`src/rtl/rom_fetch_arbiter.sv`:
```
// rom_fetch_arbiter: round-robin sharing of the ROM read port between M68K program ROM and Z80 sound ROM
module rom_fetch_arbiter #(
  parameter int                ROM_AW     = 24,
  parameter logic [ROM_AW-1:0] M68K_BASE  = 24'h000000,
  parameter logic [ROM_AW-1:0] M68K2_BASE = 24'h040000,
  parameter logic [ROM_AW-1:0] Z80_BASE   = 24'h080000,
  parameter int                TIMEOUT    = 255
) (
  input  logic              clk,
  input  logic              reset_n,
  input  logic [23:0]       m68k_a,
  input  logic              m68k_rom_cs,
  input  logic              m68k_rom_2_cs,
  output logic [15:0]       m68k_rom_data,
  output logic              m68k_rom_valid,
  input  logic [15:0]       z80_addr,
  input  logic [7:0]        z80_din,
  input  logic              z80_rom_cs,
  input  logic              z80_banked_cs,
  input  logic              z80_bank_set_cs,
  output logic [7:0]        z80_rom_data,
  output logic              z80_wait_n,
  output logic [ROM_AW-1:0] rom_addr,
  output logic              rom_req,
  input  logic              rom_ack,
  input  logic [15:0]       rom_data
);
  typedef enum logic {S_IDLE, S_WAIT} state_t;
  state_t            state_q;
  logic              owner_z80_q, last_z80_q, abort_q, m68k_done_q, z80_done_q, bank_set_q;
  logic [4:0]        bank_q;
  logic [7:0]        tcnt_q;
  logic              m68k_cs, z80_cs, m68k_pend, z80_pend, gnt_z80, owner_cs, fin, keep;
  logic              m68k_del, z80_del;
  logic [15:0]       fin_data;
  logic [ROM_AW-1:0] m68k_off, z80_off;
  logic              unused_ok;
  assign unused_ok = ^{m68k_a[23:18], m68k_a[0], z80_addr[15], z80_din[7:5]};
  assign m68k_cs   = m68k_rom_cs | m68k_rom_2_cs;
  assign z80_cs    = z80_rom_cs | z80_banked_cs;
  assign m68k_pend = m68k_cs & ~m68k_done_q;
  assign z80_pend  = z80_cs & ~z80_done_q;
  assign z80_wait_n = ~z80_pend;
  // On a tie the source that did not win last time is granted
  assign gnt_z80   = z80_pend & (~m68k_pend | ~last_z80_q);
  assign m68k_off  = (m68k_rom_cs ? M68K_BASE : M68K2_BASE) + ROM_AW'({m68k_a[17:1], 1'b0});
  assign z80_off   = z80_rom_cs ? Z80_BASE + ROM_AW'({z80_addr[14:1], 1'b0})
                                : Z80_BASE + ROM_AW'(32'h8000) + ROM_AW'({bank_q, z80_addr[13:1], 1'b0});
  assign owner_cs  = owner_z80_q ? z80_cs : m68k_cs;
  assign fin       = (state_q == S_WAIT) & (rom_ack | (tcnt_q == 8'(TIMEOUT)));
  assign fin_data  = rom_ack ? rom_data : 16'hFFFF;
  // A fetch whose owner dropped cs at any point is completed on the port but never delivered
  assign keep      = fin & owner_cs & ~abort_q;
  assign m68k_del  = keep & ~owner_z80_q;
  assign z80_del   = keep & owner_z80_q;
  // Arbitration FSM, bank register, done flags and registered return data
  always_ff @(posedge clk or negedge reset_n) begin
    if (!reset_n) begin
      state_q        <= S_IDLE;
      owner_z80_q    <= 1'b0;
      last_z80_q     <= 1'b1;
      abort_q        <= 1'b0;
      m68k_done_q    <= 1'b0;
      z80_done_q     <= 1'b0;
      bank_set_q     <= 1'b0;
      bank_q         <= '0;
      tcnt_q         <= '0;
      rom_addr       <= '0;
      rom_req        <= 1'b0;
      m68k_rom_data  <= '0;
      m68k_rom_valid <= 1'b0;
      z80_rom_data   <= '0;
    end else begin
      bank_set_q     <= z80_bank_set_cs;
      if (z80_bank_set_cs && !bank_set_q) bank_q <= z80_din[4:0];
      m68k_done_q    <= m68k_cs & (m68k_done_q | m68k_del);
      z80_done_q     <= z80_cs & (z80_done_q | z80_del);
      m68k_rom_valid <= m68k_cs & (m68k_rom_valid | m68k_del);
      if (m68k_del) m68k_rom_data <= fin_data;
      if (z80_del) z80_rom_data <= z80_addr[0] ? fin_data[7:0] : fin_data[15:8];
      case (state_q)
        S_IDLE: if (m68k_pend || z80_pend) begin
          owner_z80_q <= gnt_z80;
          rom_addr    <= gnt_z80 ? z80_off : m68k_off;
          rom_req     <= 1'b1;
          tcnt_q      <= '0;
          abort_q     <= 1'b0;
          state_q     <= S_WAIT;
        end
        S_WAIT: if (fin) begin
          rom_req    <= 1'b0;
          last_z80_q <= owner_z80_q;
          state_q    <= S_IDLE;
        end else begin
          tcnt_q <= tcnt_q + 8'd1;
          if (!owner_cs) abort_q <= 1'b1;
        end
        default: state_q <= S_IDLE;
      endcase
    end
  end
endmodule

```
`config.mk`:
```
export PLATFORM = sky130hd
export DESIGN_NAME = rom_fetch_arbiter
export DESIGN_NICKNAME = d
export VERILOG_FILES = /design/src/rtl/rom_fetch_arbiter.sv
export SDC_FILE = /design/constraint.sdc
export NUM_CORES = 1
export LEC_CHECK = 0
export CAP_MARGIN = 0
export CORE_UTILIZATION = 44
export CTS_BUF_LIST = sky130_fd_sc_hd__clkbuf_4 sky130_fd_sc_hd__clkbuf_8
export CTS_CLUSTER_DIAMETER = 150
export DETAILED_ROUTE_END_ITERATION = 10
export PLACE_DENSITY = 0.82
export SYNTH_ARGS = -nofsm -noshare
export SYNTH_HDL_FRONTEND = slang
export SYNTH_SLANG_ARGS = --single-unit
export TNS_END_PERCENT = 100
```
`constraint.sdc`:
```
create_clock -name clk -period 2.13 [get_ports clk]
set_input_delay 0.426 -clock clk [delete_from_list [all_inputs] [get_ports clk]]
set_output_delay 0.426 -clock clk [all_outputs]
set_load 0.05 [all_outputs]
```
==> Word level (Yosys, flattened, before mapping) <==
Index checks and enable logic that the tools add are counted.
Widths: inputs -> output; s select.
{ "totals": {"regBits": 70, "inputBits": 72, "elab_cells": 76} }
{ "classes": {"n_addsub": 4, "n_eq_ne": 5, "n_mux": 19, "bitwise_logic": 26, "reduce_logical": 8} }
{ "ops": {"columns": ["operator", "count"], "rows": [
  ["$mux 21", 2],
  ["$mux 8", 3],
  ["$add 20x15->21 const A", 1],
  ["$add 20x19->21 const A", 1],
  ["$add 19x18->20", 1],
  ["$mux 19", 1],
  ["$mux 16", 1],
  ["$pmux 8 s2", 1],
  ["$and 1x1->1", 11],
  ["$add 8x1->8 const B", 1],
  ["$eq 8x8->1 const B", 1],
  ["$mux 1", 8],
  ["$not 1->1", 8],
  ["$reduce_and 2->1", 4],
  ["$or 1x1->1", 7],
  ["$ne 2x2->1 const B", 3],
  ["$pmux 1 s2", 3],
  ["$reduce_and 3->1", 1],
  ["$ne 2x1->1 const B", 1],
  ["$logic_and 1x1->1", 1],
  ["$logic_not 1->1", 1],
  ["$logic_or 1x1->1", 1]
]} }

==> Logic depth before layout (Yosys ltp) <==
Gate-level depths: netlist of the first run.
{ "depth": {"word_depth": 8, "depth_mapped": 7, "ltp_nobuf": 5} }

==> Least setup slack after synthesis of the first run <==
OpenSTA, ideal clock, no wires.
{ "synth_timing": {"kind": "input port to flip-flop", "from": "input port z80_banked_cs", "to": "register rom_addr[18]", "t_arrival_ns": 1.942, "required_time_ns": 2.009, "setup_slack_ns": 0.067, "stages": 3, "path_cell_list": "o21bai_1 > a21oi_1 > o22a_1"} }
{ "synth_between": {"elab_chain_len": 4} }
{ "synth_lines": {"columns": ["item", "line_no", "text"], "rows": [
  ["start: declaration", "19", "input logic z80_banked_cs,"],
  ["$or 1x1->1 *", "40", "assign z80_cs = z80_rom_cs | z80_banked_cs;"],
  ["$and 1x1->1 *", "42", "assign z80_pend = z80_cs & ~z80_done_q;"],
  ["$and 1x1->1 or $logic_or 1x1->1 (tied branches)", "45, 82", null],
  ["$mux 21 or $reduce_and 2->1 (tied branches)", null, null],
  ["end signal: assignment", "84", "rom_addr <= gnt_z80 ? z80_off : m68k_off;"],
  ["end: declaration", "23", "output logic [ROM_AW-1:0] rom_addr,"]
]} }
Mark *: on every way between the ends. The rest lies on a longest branch, timed or not.
A chain may end at the register's enable or synchronous reset.

==> Worst setup path in the final report of the first run <==
{ "layout_timing": {"from": "input port z80_banked_cs", "to": "output port z80_wait_n"} }
{ "layout_between": {"elab_chain_len": 3} }
{ "layout_lines": {"columns": ["item", "line_no", "text"], "rows": [
  ["$or 1x1->1", "40", null],
  ["$and 1x1->1", "42", null],
  ["$not 1->1", "43", "assign z80_wait_n = ~z80_pend;"],
  ["end: declaration", "22", "output logic z80_wait_n,"]
]} }
No other way between the ends.

==> impl_metrics.yaml, run 1 <==
run_status:
  status: "finished, final reports clean"
logic_synthesis:
  async_flop_share: 1.00
  synth_area_leader: "dfrtp_1"
  syn_avg_cell_area_sq_um: 11.5
  synth_enable_flop_cells: 0
  ys.warnings.count: 0
  synthesis.instances: 261
  area_of_the_mapped_netlist_sq_mm: 0.00301
  yosys_register_bits: 66
  synth_largest_type_area_fraction: 0.541
  synthTopCellsByArea: "dfrtp_1 (54%), mux2i_1 (8.0%), o22a_1 (5.5%)"
  netlist-cell-type-count: 45
  synth_most_common_cell: "dfrtp_1"
  seq_area_frac_synth: 0.549
  synth_top_cells_by_count: "dfrtp_1 (65), nand2_1 (30), mux2i_1 (24)"
  synth_top_flop_cell: "dfrtp_1"
timing:
  fmax_mhz: 495
  period_minus_slack_ps: 2020
  finalHoldViolations: 0
  final-max-slew-violation-count: 0
  setup_violations: 0
  finalCritPeriodShare: 0.948
  max_slew.worst_pin.slew_ps: 534
  tns_ps: 0
  slew_headroom: 0.643
  grt_setup_unrepaired: "false"
  clock-skew-final_ps: 4.94
global_routing:
  largest_net_degree_at_the_start_of_global_routing: 38
  grtUsageTotal: 0.216
  grt_pass1_vias: 2435
  first_pass_grt_wire_length_microns: 11800
  globalRoute.totalOverflow: 0
  grt_antenna_before_repair: 0
clock_network:
  clockRootBuffer: "clkbuf_8"
  cts_made_buffers: 9
  cts_max_path_buffers: 2
  worst_skew_pair.late_latency_ps: 340
  numClockSinks: 66
  number_of_levels_the_h_tree_was_split_into: 3
  cts_tree: "built"
  cts.clk_slew.worst_paths_ps: 60
  cts_repair_resize_count: 0
  hold_buffers: 0
  post_cts_buffers: 0
finish:
  layout-area-overhead-vs-synth_pct: 45.6
  post_route_cells_drive_above_1_share: 0.106
  multi_input_area_sq_mm: 0.00123
  finish.instance_area_sq_mm: 0.00438
  nNetsFinal: 447
  n_antenna_cell: 0
  seqCellArea_sq_mm: 0.00165
  filler_cell_count: 508
setup_path:
  kind_of_cell_adding_the_most_delay_to_the_critical_path: "buffers and inverters"
  worst_setup_path_start_kind: "input pin"
  timing.critical_path.required_ps: 1700
  critical_path.reg2reg.endpoint: "tcnt_q[7]"
  critical_path.n_buffers_inverters: 3
  reg2reg_depth: 5
  cp-end-kind: "output port"
  cp_num_cells: 4
  worst_path_largest_cell_delay_ps: 460
  timing.setup.critical_path_class: "in2out"
  cp_data_arrival_time_ps: 1590
  cp-endpoint: "z80_wait_n"
  path_max_fanout: 5
  timing.reg2reg.setup_slack_ps: 380
  setup.worst_path.start: "z80_banked_cs"
  crit_path_cell_trace: "clkdlybuf4s50_1 -> o21bai_1 -> buf_4 -> buf_12"
  worst_path_max_delay_cell: "clkdlybuf4s50_1"
  worst_r2r_startpoint: "tcnt_q[0]"
route:
  drt-vias-per-instance: 5.42
  postRouteWirelength_microns: 7470
  routedWlPerCell_microns: 16.5
  dr.first_iter.drc_count: 154
  drt_first_pass_iters: 6
  detail_route.drc_violations: 0
  antenna_violating_nets_post_route: 0
  vias: 2460
placed_design:
  placement.cell_area_sq_mm: 0.00417
  io_buffer_count: 107
  hpwl_microns: 5390
  gp_congestion: 0.815
floorplanning:
  die_x_microns: 84.7
  floorplan.initialDensity: 0.466
  floorplan.die_area_sq_mm: 0.00717
  ioPinCount: 123
  fp.coreArea_sq_mm: 0.00646
  die_height_microns: 84.7
  num_rows: 29
worst_hold_path:
  timing.hold.worst.class: "in2async"
power_and_ir_drop:
  power_leakage_uw: 0.00189
  peakVddDrop_mv: 1.04
  power_per_cell_area_mw_per_mm2: 1640
job:
  drv_cap: 0
[worst register-to-register path, cell delays in order (launching register included)]
cell	delay, ps
dfrtp_1	410
ha_1	240
and3_1	240
a211oi_1	410
nand3_1	180
mux2i_1	200
[layer usage]
metal | track usage | vias up | share of wire
met5 | 0 | - | 0
met4 | 0.0971 | 0 | 0.023
met3 | 0.0472 | 20 | 0.033
met2 | 0.367 | 58 | 0.52
met1 | 0.265 | 1216 | 0.43
li1 | - | 1166 | -
[placed cells by master, fill, tap and decap left out, types with 3 or more instances in the layout]
| cell type | Yosys | final |
|---|---|---|
| mux2i_1 | 24 | 24 |
| dfrtp_1 | 65 | 65 |
| buf_4 | 7 | 6 |
| o21ai_0 | 20 | 20 |
| o22a_1 | 19 | 19 |
| clkdlybuf4s50_1 | 0 | 105 |
| nand2_1 | 30 | 30 |
| mux2_2 | 6 | 6 |
| o31ai_1 | 3 | 3 |
| a21oi_1 | 6 | 5 |
| xnor2_1 | 5 | 5 |
| conb_1 | 1 | 4 |
| nor3_1 | 4 | 4 |
| a2bb2oi_1 | 8 | 8 |
| buf_12 | 0 | 4 |
| inv_1 | 3 | 3 |
| clkbuf_8 | 0 | 12 |
| nor2_1 | 10 | 10 |
| nand3_1 | 8 | 8 |
[where the power goes]
| part | leakage, uW | internal, uW | switching [uW] |
|---|---|---|---|
| clock network | 0.000109 | 641 | 456 |
| logic | 0.000993 | 1480 | 2490 |
| registers | 0.000791 | 1780 | 343 |
| total | 0.00189 | 3900 | 3290 |
[metrics by stage]
stage                     total power, uW   util  instances  hold WS (ps)  setup WS, ps
after CTS                            7230  0.678        454          25.5           123
after global routing                 7510  0.678        454          45.0          62.0
after floorplan                      4720      -        264           130          66.6
final                                7200  0.678        454          23.4           111
after global placement               6030  0.646        439           395          94.1
after detailed placement             6120  0.646        439           397          64.2
[flip-flops by register name (all words and copies together), names as in the netlist]
name,count
m68k_done_q,1
z80_rom_data,8
z80_done_q,1
bank_q,5
last_z80_q,1
tcnt_q,8
abort_q,1
m68k_rom_data,16
m68k_rom_valid,1
bank_set_q,1
rom_addr,20
state_q,1
owner_z80_q,1
rom_req,1
[area by class of cell]
| type | count | area share |
|---|---|---|
| repair buffers | 116 | 0.270 |
| flip-flops and latches | 66 | 0.377 |
| well taps | 77 | 0.0220 |
| multi-input cells | 177 | 0.281 |
| clock buffers | 13 | 0.0394 |
| inverters | 3 | 0.00257 |
| clock inverters | 2 | 0.00800 |
[logic make-up (layout without fill, tap and decap cells)]
kind of cell,after synthesis,after routing,share of synthesized area
compound gates,70,70,0.168
other cells,1,4,0.00125
simple gates,66,66,0.110
buf+inv,21,134,0.0461
flops,66,66,0.549
mux,30,30,0.102
fa+ha+maj,2,2,0.00831
xor+xnor,5,5,0.0146
[worst min-delay path by stage]
stage	slack, ps	to	from	cells after the start
floorplan	130	abort_q	reset_n	0
global placement	400	m68k_rom_data[1]	reset_n	1
detailed placement	400	m68k_rom_data[10]	reset_n	1
CTS	30	z80_rom_data[1]	reset_n	1
global route	40	z80_rom_data[1]	reset_n	1
finish	20	m68k_rom_data[10]	reset_n	1
Power figures use the tool's default switching activity.
==> run 2, diff against run 1 <==
CORE_UTILIZATION = 48   (was 44)
PLACE_DENSITY = 0.88   (was 0.82)
clock period = 2.37 ns   (was 2.13 ns; I/O delays follow)
==> run 2 against run 1 <==
- clock skew grew 4.7 ps
- count of clock-buffer cells in the layout decreased by 3
- setup slack improved by 160 ps
- critical path type unchanged
==> impl_metrics.yaml, run 2 (synthesis results as in run 1) <==
run_status:
  status: "finished, final reports clean"
timing:
  slew_headroom: 0.634
  period_minus_slack_ps: 2090
  clock-skew-final_ps: 9.64
  finalHoldViolations: 0
  final-max-slew-violation-count: 0
  timing.final.ws_setup_ps: 276
  setup_violations: 0
  finalCritPeriodShare: 0.883
  fmax_mhz: 478
  tns_ps: 0
  max_slew.worst_pin.slew_ps: 546
  grt_setup_unrepaired: "false"
placed_design:
  gp_congestion: 0.834
  dpl_worst_slack_ps: 216
  io_buffer_count: 107
  hpwl_microns: 5560
floorplanning:
  die_x_microns: 81.2
  num_rows: 28
  die_height_microns: 81.2
  ioPinCount: 123
  floorplan.initialDensity: 0.502
  floorplan.die_area_sq_mm: 0.00659
  fp.coreArea_sq_mm: 0.00599
power_and_ir_drop:
  power_per_cell_area_mw_per_mm2: 1460
  peakVddDrop_mv: 0.883
  total_power_uw: 6300
  power_leakage_uw: 0.00186
finish:
  filler_cell_count: 423
  nNetsFinal: 447
  layout-area-overhead-vs-synth_pct: 43.7
  largest_register: "rom_addr"
  largest_registers_in_the_final_layout: "rom_addr x20, m68k_rom_data x16"
  post_route_cells_drive_above_1_share: 0.106
  max_ffs_per_register: 20
  final_core_util: 0.722
  leading_cell_types_in_the_layout_fill_and_taps_excluded: "clkdlybuf4s50_1 (105), dfrtp_1 (65), nand2_1 (30)"
  layout_commonest_cell: "clkdlybuf4s50_1"
  n_antenna_cell: 0
setup_path:
  path_max_fanout: 4
  worst_setup_path_start_kind: "input pin"
  timing.setup.critical_path_class: "in2out"
  cp_data_arrival_time_ps: 1620
  timing.critical_path.required_ps: 1900
  cp-end-kind: "output port"
clock_network:
  number_of_levels_the_h_tree_was_split_into: 3
  numClockSinks: 66
  cts.clk_slew.worst_paths_ps: 70
  cts_max_path_buffers: 2
  post_cts_buffers: 0
  cts_made_buffers: 9
  cts_tree: "built"
  worst_skew_pair.late_latency_ps: 350
  cts_repair_resize_count: 0
  hold_buffers: 0
  clockRootBuffer: "clkbuf_8"
global_routing:
  grt_antenna_before_repair: 0
  gr-max-usage-layer: "met2"
  globalRoute.totalOverflow: 0
  use_met1: 0.300
  groute.layer.met3.usage: 0.0596
  largest_net_degree_at_the_start_of_global_routing: 67
  grtUsageTotal: 0.247
  first_pass_grt_wire_length_microns: 11900
  grtUsageMet2: 0.405
  grt_pass1_vias: 2470
route:
  antenna_violating_nets_post_route: 0
  postRouteWirelength_microns: 7630
  detail_route.drc_violations: 0
  vias: 2526
  drt_first_pass_iters: 4
  routedWlPerCell_microns: 16.9
  drt-vias-per-instance: 5.59
  dr.first_iter.drc_count: 127
worst_hold_path:
  timing.hold.worst.class: "in2async"
job:
  drv_cap: 0
run 2: power by group:
part	switching [uW]	internal [uW]
Clock	424	381
Combinational	2270	1320
Sequential	318	1600
run 2: area by class of cell:
cell class | count | area (sq um) | area share
Multi-Input combinational cell | 177 | 1230 | 0.285
Clock buffer | 10 | 131 | 0.0304
Timing Repair Buffer | 116 | 1170 | 0.270
Sequential cell | 66 | 1650 | 0.382
Inverter | 3 | 11.3 | 0.00260
Tap cell | 75 | 93.8 | 0.0217
Clock inverter | 5 | 32.5 | 0.00753
run 2: through the flow:
step | instances | cell area, sq um | hold WS [ps]
after CTS | 452 | 4320 | 149
after global routing | 452 | 4320 | 156
after global placement | 437 | 4160 | 454
final | 452 | 4320 | 118
after floorplan | 264 | 3020 | 178
after detailed placement | 437 | 4160 | 457
run 2: path summary, 6_finish.rpt:
kind / start / endpoint / slack, ps / cells after the start
worst max-delay path: z80_banked_cs / z80_wait_n / 280 / 4
worst min-delay path: reset_n / z80_rom_data[2] / 120 / 2
worst max register to register: tcnt_q[0] / m68k_done_q / 580 / 5
worst min register to register: rom_addr[19] / rom_addr[19] / 470 / 2
max in group asynchronous: reset_n / last_z80_q / 1900 / 2
min in group clk: rom_addr[19] / rom_addr[19] / 470 / 2
run 2: worst max-delay path, stage by stage:
cell and delay [ps]:
clkdlybuf4s50_1 440, o21bai_1 360, buf_4 210, buf_12 130
run 2: layer usage:
layer	wire (microns)	part of all wire
met1	3080	0.40
met2	3960	0.52
met3	287	0.038
met4	305	0.040
met5	0	0
==> run 3, diff against run 2 <==
CORE_MARGIN = 4   (was default)
==> run 3 against run 2 <==
- first-iteration DRC count up 16%
- non-clock buffer count stayed put
- clock power up 38%
- global-route usage decreased by 2.5 points
- setup slack worse by 5.1 ps
- critical path depth unchanged
- power is 5.1% higher
- sequential cell count unchanged
- largest cell class unchanged
==> impl_metrics.yaml, run 3 (synthesis results as in run 1) <==
timing:
  finalCritPeriodShare: 0.886
  final-max-slew-violation-count: 0
  tns_ps: 0
  period_minus_slack_ps: 2100
  grt_setup_unrepaired: "false"
  fmax_mhz: 476
  slew_headroom: 0.635
  max_slew.worst_pin.slew_ps: 545
  clock-skew-final_ps: 6.41
  finalHoldViolations: 0
  setup_violations: 0
run_status:
  status: "finished, final reports clean"
setup_path:
  path_max_fanout: 4
  timing.setup.critical_path_class: "in2out"
  worst_setup_path_start_kind: "input pin"
  cp_data_arrival_time_ps: 1620
  timing.critical_path.required_ps: 1900
  cp-end-kind: "output port"
floorplanning:
  floorplan.initialDensity: 0.502
  ioPinCount: 123
  fp.coreArea_sq_mm: 0.00599
  num_rows: 28
  die_height_microns: 87.2
  floorplan.die_area_sq_mm: 0.00760
  die_x_microns: 87.2
power_and_ir_drop:
  power_leakage_uw: 0.00190
  total_power_uw: 6620
  peakVddDrop_mv: 1.00
  power_per_cell_area_mw_per_mm2: 1500
clock_network:
  cts_tree: "built"
  cts_made_buffers: 9
  clockRootBuffer: "clkbuf_8"
  cts.clk_slew.worst_paths_ps: 70
  hold_buffers: 0
  post_cts_buffers: 0
  worst_skew_pair.late_latency_ps: 340
  cts_max_path_buffers: 2
  number_of_levels_the_h_tree_was_split_into: 3
  numClockSinks: 66
  cts_repair_resize_count: 0
global_routing:
  grt_pass1_vias: 2686
  grtUsageTotal: 0.222
  globalRoute.totalOverflow: 0
  first_pass_grt_wire_length_microns: 13100
  grt_antenna_before_repair: 0
  largest_net_degree_at_the_start_of_global_routing: 67
worst_hold_path:
  timing.hold.worst.class: "in2async"
finish:
  layout-area-overhead-vs-synth_pct: 46.5
  finish.instance_area_sq_mm: 0.00441
  post_route_cells_drive_above_1_share: 0.108
  layout_commonest_cell: "clkdlybuf4s50_1"
  largest_register: "rom_addr"
  max_ffs_per_register: 20
  largest_registers_in_the_final_layout: "rom_addr x20, m68k_rom_data x16"
  n_antenna_cell: 0
  nNetsFinal: 447
  leading_cell_types_in_the_layout_fill_and_taps_excluded: "clkdlybuf4s50_1 (105), dfrtp_1 (65), nand2_1 (30)"
route:
  drt-vias-per-instance: 5.58
  postRouteWirelength_microns: 7930
  routedWlPerCell_microns: 17.5
  antenna_violating_nets_post_route: 0
  detail_route.drc_violations: 0
  vias: 2529
  drt_first_pass_iters: 5
  dr.first_iter.drc_count: 147
placed_design:
  hpwl_microns: 5860
  io_buffer_count: 107
  gp_congestion: 0.790
  placement.cell_area_sq_mm: 0.00417
job:
  drv_cap: 0
-- run 3: cell types whose count changed in the layout (fill, tap and decap cells not counted) --
cell	delta
clkbuf_4	-1
buf_4	-1
clkinvlp_4	-2
bufinv_16	+2
clkbuf_8	+3
buf_12	+1
clkinv_2	-1
-- run 3: layout make-up --
class	count	area, sq um
flip-flops and latches	66	1650
fillers	398	1580
multi-input cells	177	1230
repair buffers	116	1180
clock buffers	12	165
well taps	75	93.8
clock inverters	4	72.6
inverters	3	11.3
-- run 3: metal layers --
metal / track usage / vias up / share of wire
li1: - / 1160 / -
met1: 0.270 / 1266 / 0.38
met2: 0.385 / 82 / 0.54
met3: 0.0341 / 21 / 0.044
met4: 0.106 / 0 / 0.028
met5: 0 / - / 0
-- run 3: worst max-delay path: stages --
cell and delay, ps:
clkdlybuf4s50_1 450, o21bai_1 360, buf_4 200, buf_12 130
-- run 3: final timing paths --
check,start,end,slack [ps],cells past startpoint
min in group clk,rom_addr[19],rom_addr[19],480,2
max in group asynchronous,reset_n,last_z80_q,1900,2
worst min-delay path,reset_n,m68k_rom_data[2],160,2
worst max register to register,tcnt_q[0],m68k_done_q,640,5
worst min register to register,rom_addr[19],rom_addr[19],480,2
worst max-delay path,z80_banked_cs,z80_wait_n,270,4
-- run 3: stage by stage --
step / setup slack (ps) / util / std cells / hold WS, ps
global route: 209 / 0.736 / 453 / 177
global placement: 287 / 0.696 / 437 / 453
finish: 271 / 0.736 / 453 / 155
CTS: 290 / 0.736 / 453 / 170
floorplan: 259 / - / 264 / 178
detailed placement: 222 / 0.696 / 437 / 467
-- run 3: power breakdown --
group          internal (uW)  switching [uW]
combinational           1340            2270
clock                    677             430
sequential              1600             311
total                   3610            3010
